[config.mk]
export PLATFORM = sky130hd
export DESIGN_NAME = logic_4053_sequencer
export DESIGN_NICKNAME = d
export VERILOG_FILES = /design/src/rtl/logic_seq_pkg.sv /design/src/rtl/logic_seq_table.sv /design/src/rtl/logic_4053_sequencer.sv
export SDC_FILE = /design/constraint.sdc
export NUM_CORES = 1
export LEC_CHECK = 0
export ABC_AREA = 1
export CAP_MARGIN = 20
export CORE_ASPECT_RATIO = 2
export CORE_MARGIN = 10
export CORE_UTILIZATION = 35
export CTS_BUF_LIST = sky130_fd_sc_hd__clkbuf_4
export CTS_CLUSTER_SIZE = 30
export DETAILED_ROUTE_END_ITERATION = 6
export GPL_TIMING_DRIVEN = 1
export PLACE_DENSITY = 0.56
export SLEW_MARGIN = 30
export SYNTH_ARGS = -nofsm -noshare
export SYNTH_HDL_FRONTEND = slang
export SYNTH_SLANG_ARGS = --single-unit
[constraint.sdc]
create_clock -name CLK -period 3.7 [get_ports CLK]
set_clock_uncertainty 0.1 [all_clocks]
set_input_delay 0.925 -clock CLK [delete_from_list [all_inputs] [get_ports CLK]]
set_output_delay 0.925 -clock CLK [all_outputs]
set_load 0.01 [all_outputs]
[src/rtl/logic_seq_pkg.sv]
// Shared types and helpers for the 4053 select sequencer.
// Holds the FSM state encoding, the table entry layout and the dwell clamp.
package logic_seq_pkg;

    localparam int SEQ_DWELL_W = 16;

    typedef enum logic [1:0] {
        IDLE  = 2'd0,
        BREAK = 2'd1,
        HOLD  = 2'd2
    } seq_state_t;

    typedef struct packed {
        logic [2:0]             sel;
        logic [SEQ_DWELL_W-1:0] dwell;
    } seq_entry_t;

    // A programmed dwell of zero still holds the entry for one cycle.
    function automatic logic [31:0] dwell_eff(input logic [31:0] d);
        logic [31:0] r;
        if (d == 32'd0) begin
            r = 32'd1;
        end else begin
            r = d;
        end
        return r;
    endfunction

endpackage

[src/rtl/logic_seq_table.sv]
// Pattern table for the 4053 sequencer: DEPTH entries of {sel, dwell}.
// The read port bypasses a same-cycle write so a start in the write cycle sees new data.
module logic_seq_table #(
    parameter  int DEPTH   = 8,
    parameter  int DWELL_W = 16,
    localparam int IDX_W   = $clog2(DEPTH)
) (
    input  logic               CLK,
    input  logic               wr_en,
    input  logic [IDX_W-1:0]   wr_addr,
    input  logic [2:0]         wr_sel,
    input  logic [DWELL_W-1:0] wr_dwell,
    input  logic [IDX_W-1:0]   rd_addr,
    output logic [2:0]         rd_sel,
    output logic [DWELL_W-1:0] rd_dwell
);

    logic [2:0]         sel_mem_r   [DEPTH];
    logic [DWELL_W-1:0] dwell_mem_r [DEPTH];

    // Table storage; intentionally not reset.
    always_ff @(posedge CLK) begin
        if (wr_en) begin
            sel_mem_r[wr_addr]   <= wr_sel;
            dwell_mem_r[wr_addr] <= wr_dwell;
        end
    end

    // Write-first read port.
    always_comb begin
        rd_sel   = sel_mem_r[rd_addr];
        rd_dwell = dwell_mem_r[rd_addr];
        if (wr_en && (wr_addr == rd_addr)) begin
            rd_sel   = wr_sel;
            rd_dwell = wr_dwell;
        end else begin
            rd_sel   = sel_mem_r[rd_addr];
            rd_dwell = dwell_mem_r[rd_addr];
        end
    end

endmodule

[src/rtl/logic_4053_sequencer.sv]
// Break-before-make sequencer driving INH/A/B/C of a 4053 triple 2:1 switch.
// Walks a pattern table; INH stays high for BREAK_CYC cycles around every select change.
module logic_4053_sequencer
    import logic_seq_pkg::*;
#(
    parameter  int DEPTH     = 8,
    parameter  int DWELL_W   = SEQ_DWELL_W,
    parameter  int BREAK_CYC = 2,
    localparam int IDX_W     = $clog2(DEPTH)
) (
    input  logic               CLK,
    input  logic               RST_N,
    input  logic               START,
    input  logic               STOP,
    input  logic               LOOP,
    input  logic [IDX_W-1:0]   LEN,
    input  logic               WR_EN,
    input  logic [IDX_W-1:0]   WR_ADDR,
    input  logic [2:0]         WR_SEL,
    input  logic [DWELL_W-1:0] WR_DWELL,
    output logic               INH,
    output logic               A,
    output logic               B,
    output logic               C,
    output logic               BUSY,
    output logic [IDX_W-1:0]   STEP_IDX,
    output logic               STEP_STB,
    output logic               DONE
);

    localparam int BRK_W = (BREAK_CYC > 1) ? $clog2(BREAK_CYC) : 1;
    localparam logic [BRK_W-1:0] BRK_INIT = BRK_W'(BREAK_CYC - 1);

    seq_state_t         state_r;
    logic [IDX_W-1:0]   idx_r;
    logic [IDX_W-1:0]   len_r;
    logic [BRK_W-1:0]   brk_cnt_r;
    logic [DWELL_W-1:0] dwell_cnt_r;

    logic               tbl_wr_s;
    logic [IDX_W-1:0]   rd_addr_s;
    logic [2:0]         rd_sel_s;
    logic [DWELL_W-1:0] rd_dwell_s;
    logic [DWELL_W-1:0] dwell_m1_s;
    logic [IDX_W-1:0]   next_idx_s;
    logic               last_s;
    logic               same_sel_s;

    assign tbl_wr_s = WR_EN & ~BUSY;
    assign STEP_IDX = idx_r;

    logic_seq_table #(
        .DEPTH   (DEPTH),
        .DWELL_W (DWELL_W)
    ) u_table (
        .CLK      (CLK),
        .wr_en    (tbl_wr_s),
        .wr_addr  (WR_ADDR),
        .wr_sel   (WR_SEL),
        .wr_dwell (WR_DWELL),
        .rd_addr  (rd_addr_s),
        .rd_sel   (rd_sel_s),
        .rd_dwell (rd_dwell_s)
    );

    // Read address: entry 0 while idle, the current entry in BREAK, the upcoming one in HOLD.
    always_comb begin
        last_s     = (idx_r == len_r);
        next_idx_s = last_s ? '0 : (idx_r + IDX_W'(1'b1));
        rd_addr_s  = '0;
        case (state_r)
            IDLE:    rd_addr_s = '0;
            BREAK:   rd_addr_s = idx_r;
            HOLD:    rd_addr_s = next_idx_s;
            default: rd_addr_s = '0;
        endcase
        dwell_m1_s = DWELL_W'(dwell_eff(32'(rd_dwell_s)) - 32'd1);
        same_sel_s = (rd_sel_s == {C, B, A});
    end

    // Sequencer FSM, counters and registered switch controls.
    always_ff @(posedge CLK) begin
        if (!RST_N) begin
            state_r     <= IDLE;
            idx_r       <= '0;
            len_r       <= '0;
            brk_cnt_r   <= '0;
            dwell_cnt_r <= '0;
            INH         <= 1'b1;
            {C, B, A}   <= 3'b000;
            BUSY        <= 1'b0;
            STEP_STB    <= 1'b0;
            DONE        <= 1'b0;
        end else if (STOP) begin
            state_r  <= IDLE;
            INH      <= 1'b1;
            BUSY     <= 1'b0;
            STEP_STB <= 1'b0;
            DONE     <= 1'b0;
        end else begin
            STEP_STB <= 1'b0;
            DONE     <= 1'b0;
            case (state_r)
                IDLE: begin
                    INH <= 1'b1;
                    if (START) begin
                        len_r     <= LEN;
                        idx_r     <= '0;
                        {C, B, A} <= rd_sel_s;
                        brk_cnt_r <= BRK_INIT;
                        BUSY      <= 1'b1;
                        state_r   <= BREAK;
                    end
                end
                BREAK: begin
                    if (brk_cnt_r == '0) begin
                        dwell_cnt_r <= dwell_m1_s;
                        INH         <= 1'b0;
                        STEP_STB    <= 1'b1;
                        state_r     <= HOLD;
                    end else begin
                        brk_cnt_r <= brk_cnt_r - BRK_W'(1'b1);
                    end
                end
                HOLD: begin
                    if (dwell_cnt_r != '0) begin
                        dwell_cnt_r <= dwell_cnt_r - DWELL_W'(1'b1);
                    end else if (last_s && !LOOP) begin
                        DONE    <= 1'b1;
                        INH     <= 1'b1;
                        BUSY    <= 1'b0;
                        state_r <= IDLE;
                    end else begin
                        idx_r <= next_idx_s;
                        // Unchanged selects need no break interval: stay connected.
                        if (same_sel_s) begin
                            dwell_cnt_r <= dwell_m1_s;
                            STEP_STB    <= 1'b1;
                        end else begin
                            {C, B, A} <= rd_sel_s;
                            INH       <= 1'b1;
                            brk_cnt_r <= BRK_INIT;
                            state_r   <= BREAK;
                        end
                    end
                end
                default: begin
                    INH     <= 1'b1;
                    BUSY    <= 1'b0;
                    state_r <= IDLE;
                end
            endcase
        end
    end

endmodule

==> impl.org <==
** Yosys
- For this run, the leading register cell type out of synthesis is sky130_fd_sc_hd__edfxtp_1.
- Yosys top cell by area :: sky130_fd_sc_hd__edfxtp_1
- Average instance area after synthesis :: 9.32 µm²
- Total of flip-flops plus latches after synthesis :: 184
- FFs w/ async S/R, synth :: 0%
- During synthesis, Yosys emitted a total of 0 warnings.
- Post-synthesis instance area :: a little over 9000 µm²
- Of the synthesized area, sequential elements account for a little under three fifths.
- Counting distinct cell types in the post-synthesis netlist gives between 40 and 50.
- Most area-consuming cells after synthesis :: sky130_fd_sc_hd__edfxtp_1 49%, sky130_fd_sc_hd__nand2_1 7.6%, sky130_fd_sc_hd__nand3_1 7.3%
- Post-synthesis cell count :: approximately 1000
- When the netlist entered floorplanning its net count stood at 1035.
- Top-area cell type share of the netlist area :: 49.2%
- Count of flip-flops with a built-in enable after synthesis :: between 150 and 200

** Setup path
- STA classifies the critical path endpoint as a flip-flop.
- Critical Path Sink :: dwell_cnt_r[8]
- Type of the worst setup path :: reg -> reg
- In this run the worst path has a maximum fanout of 8.
- Setup slack on the worst flop-to-flop path :: between 200 and 250 ps
- Data arrives at the worst endpoint at just under 4000 ps.
- Tracing the worst setup path back leads to its startpoint at STEP_IDX[0].
- Critical path launch point type :: flip-flop
- Worst Reg-to-Reg Cells :: 27
- Endpoint of the lowest-slack register-to-register path :: dwell_cnt_r[8]
- Launch point of the worst reg-to-reg path :: STEP_IDX[0]
- Data required time of the worst path :: roughly 4200 ps

** Timing
- Worst rel slew slack :: around 70%
- At the pin with the least slew margin, the transition time is 453 ps.
- Adding up every negative setup slack in the final design gives 0 ps.
- Based on the critical path, the design can be clocked at up to approximately 290 MHz.
- The total count of hold-check failures in the final report came to 0.
- Fin crit share :: 94.0%
- Once routing completed, OpenROAD measured the worst setup slack at around 220 ps.
- Slew Viols, Final :: 0
- The routed design could run at a clock period as short as roughly 3500 ps.
- Number of setup violations in the final report :: 0
- Across all hold checks on the routed design, the worst slack comes to around 380 ps.

** Route
- Using the TritonRoute via totals, the vias-per-cell ratio works out to ~5.
- After detailed routing, the number of remaining DRC violations is 0.
- In the final routed layout, each cell accounts on average for approximately 18 µm.
- Initial detailed-routing violation count :: around 570
- Count of antenna-violating nets left after detailed routing :: 0
- The final route contains 7237 vias.
- The pre-antenna-repair detailed-routing pass consisted of 5 iterations.
- The final layout contains routed wiring with a total length of ~26 mm.

** Place
- Total of buffers placed on input and output ports :: 40
- Once placement completed, the tool counted placed cells totaling 1424.
- After detailed placement, the total cell area comes to 10600 µm².
- At the end of routability-driven placement, the weighted congestion stood at ~0.88.
- Pre-CTS worst setup slack :: -226 ps
- Placed wire-length estimate after detailed placement :: around 18 mm

** Floorplanning
- The region available for standard cell placement spans about 26000 µm².
- Pin placement for this block handled between 40 and 50 I/O pins.
- Effective utilization at floorplan :: a little over a third
- Die footprint :: ~34000 µm²
- In this run the horizontal extent of the chip is around 140 µm.
- Site row count :: 84
- Measured along the y axis, the die boundary spans approximately 250 µm.

** Finish
- Leading cell type in the layout, fill and taps excluded :: sky130_fd_sc_hd__nand2_1
- Final layout net count :: roughly 1200
- Core occupancy in the finished layout :: between 40% and 50%
- Proportion of layout cells with a drive suffix above 1 :: a little under a fifth
- Final Non-Filler Cells :: 1471
- Area grow syn2layout :: 21.4%
- Leading cell types in the layout, fill and taps excluded :: 181 x sky130_fd_sc_hd__nand2_1, 152 x sky130_fd_sc_hd__edfxtp_1, 135 x sky130_fd_sc_hd__nand3_1
- Once layout is done, the placed cells without fillers occupy roughly 11000 µm².

** GRT
- The via count of the first global-routing pass was just over 7000.
- Number of antenna violations at the first check in global routing :: 1
- Entering global routing, the biggest net connects 50 pins.
- Grt total ovfl :: 0
- Global routing consumed, over all layers together, 15.3% of the routing resources.
- First-pass GRT wire length :: 39.9 mm

** CTS
- Buffers inserted during clock tree synthesis total 17.
- Counting every sink on the clock net gives approximately 180.
- Maximum buffer depth of the clock tree :: 2
- The clock reaches the later pin of the worst-skew pair after slightly above 600 ps.
- After clock tree synthesis, the clock-pin slew on the worst setup and hold paths is 170 ps.
- The cell sitting at the root of the clock tree is a sky130_fd_sc_hd__clkbuf_4.
- TritonCTS built the clock tree.
- H-tree depth :: 4

** Run
- Max-cap violations in this run came to 0.

** Min path
- Hold Path Origin :: len_r[0]
- In this run the worst hold path is classified as reg -> reg.

** Outcome
- Outcome :: complete, no violations

** Power
- Power after layout :: 4.39 mW
- Across the VDD grid, the largest voltage drop is between 0.15 and 0.2 mV.
- Cell Pwr Density :: ~390 nW/µm²
- Total leakage power :: about 4.6 nW
synth_stat cells, types with 5 or more instances:
cell                       count
sky130_fd_sc_hd__a21oi_1      30
sky130_fd_sc_hd__buf_2        13
sky130_fd_sc_hd__buf_4         8
sky130_fd_sc_hd__buf_6         8
sky130_fd_sc_hd__clkbuf_1     12
sky130_fd_sc_hd__dfxtp_1      32
sky130_fd_sc_hd__edfxtp_1    152
sky130_fd_sc_hd__ha_1          8
sky130_fd_sc_hd__inv_1       114
sky130_fd_sc_hd__nand2_1     188
sky130_fd_sc_hd__nand2_2      12
sky130_fd_sc_hd__nand3_1     136
sky130_fd_sc_hd__nand3_2       6
sky130_fd_sc_hd__nand3b_1     53
sky130_fd_sc_hd__nand4_1      12
sky130_fd_sc_hd__nor2_1      111
sky130_fd_sc_hd__nor3_1        8
sky130_fd_sc_hd__o211ai_1      5
sky130_fd_sc_hd__o21ai_0      28
sky130_fd_sc_hd__o21ai_1       7
sky130_fd_sc_hd__xnor2_1       8
sky130_fd_sc_hd__xor2_1        5
worst max-delay path, cell delays in order, from the launching register on:
cell and delay (ps):
sky130_fd_sc_hd__dfxtp_4 390, sky130_fd_sc_hd__buf_4 130, sky130_fd_sc_hd__ha_2 300, sky130_fd_sc_hd__nand2_1 40, sky130_fd_sc_hd__inv_1 60, sky130_fd_sc_hd__nand2_2 80, sky130_fd_sc_hd__nand2_2 110, sky130_fd_sc_hd__nand2_4 90
sky130_fd_sc_hd__nand2_1 70, sky130_fd_sc_hd__nand2_1 50, sky130_fd_sc_hd__nor2_2 160, sky130_fd_sc_hd__nand2_4 120, sky130_fd_sc_hd__inv_4 100, sky130_fd_sc_hd__buf_12 120, sky130_fd_sc_hd__nand2_2 50, sky130_fd_sc_hd__nand2_1 90
sky130_fd_sc_hd__nor2_1 60, sky130_fd_sc_hd__nand2_1 130, sky130_fd_sc_hd__nor2_4 60, sky130_fd_sc_hd__a21oi_4 180, sky130_fd_sc_hd__ha_4 170, sky130_fd_sc_hd__nand3_4 80, sky130_fd_sc_hd__nor2_4 160, sky130_fd_sc_hd__nand2_2 80
sky130_fd_sc_hd__xnor2_2 150, sky130_fd_sc_hd__nand2_1 70, sky130_fd_sc_hd__nor3b_2 150, sky130_fd_sc_hd__nor2_1 70
area by class of cell:
cell class | count | area (µm²)
fillers | 2576 | 15000
flip-flops and latches | 184 | 5220
multi-input cells | 652 | 3510
repair buffers | 140 | 1320
inverters | 118 | 449
well taps | 344 | 430
clock inverters | 15 | 209
clock buffers | 17 | 128
diodes | 1 | 2.50
cells by family (layout without fill, tap and decap cells):
| family | count (synthesis) | count (layout) | share of synthesized area (%) |
|---|---|---|---|
| AO/OA/AOI/OAI | 86 | 86 | 5.65 |
| XOR/XNOR | 13 | 13 | 1.23 |
| adder cells (fa/ha/maj) | 8 | 8 | 1.08 |
| buffers and inverters | 160 | 290 | 7.62 |
| flip-flops | 184 | 184 | 56.1 |
| multiplexers | 1 | 1 | 0.108 |
| other | 0 | 1 | 0 |
| AND/OR/NAND/NOR | 544 | 544 | 28.3 |
worst min-delay path by stage:
stage / to / slack, ps / cells past startpoint
final: len_r[0] / 380 / 2
after global routing: len_r[0] / 410 / 2
after CTS: len_r[1] / 380 / 2
after detailed placement: len_r[1] / 360 / 2
after global placement: len_r[0] / 360 / 2
after floorplan: len_r[0] / 340 / 2
state kept, by name (all words and copies together) (netlist names), 2 cells and up:
name / flops
STEP_IDX: 3
dwell_cnt_r: 16
len_r: 3
state_r: 2
u_table.dwell_mem_r: 128
u_table.sel_mem_r: 24
what timing repair did:
| item | in CTS | in global routing |
|---|---|---|
| endpoints found under the setup margin | 7 | 10 |
| gates cloned | 0 | 2 |
| resized for setup | 3 | 34 |
| pin swaps | 0 | 18 |
| hold buffers | 0 | 0 |
| buffers inserted | 2 | 10 |
per-layer routing:
| metal | global-route usage [%] | routed length (µm) | up-vias |
|---|---|---|---|
| met1 | 15.9 | 9710 | 3436 |
| li1 | - | - | 3599 |
| met2 | 28.5 | 14400 | 144 |
| met5 | 0 | 0 | - |
| met4 | 7.39 | 970 | 0 |
| met3 | 2.57 | 730 | 58 |
power breakdown:
| part | leakage (nW) | internal, mW | switching [mW] |
|---|---|---|---|
| clock | 0.177 | 0.501 | 0.770 |
| combinational | 2.75 | 0.298 | 0.479 |
| sequential | 1.64 | 2.31 | 0.0337 |
| total | 4.57 | 3.10 | 1.28 |
No activity file was read; power rests on OpenSTA's default activity.
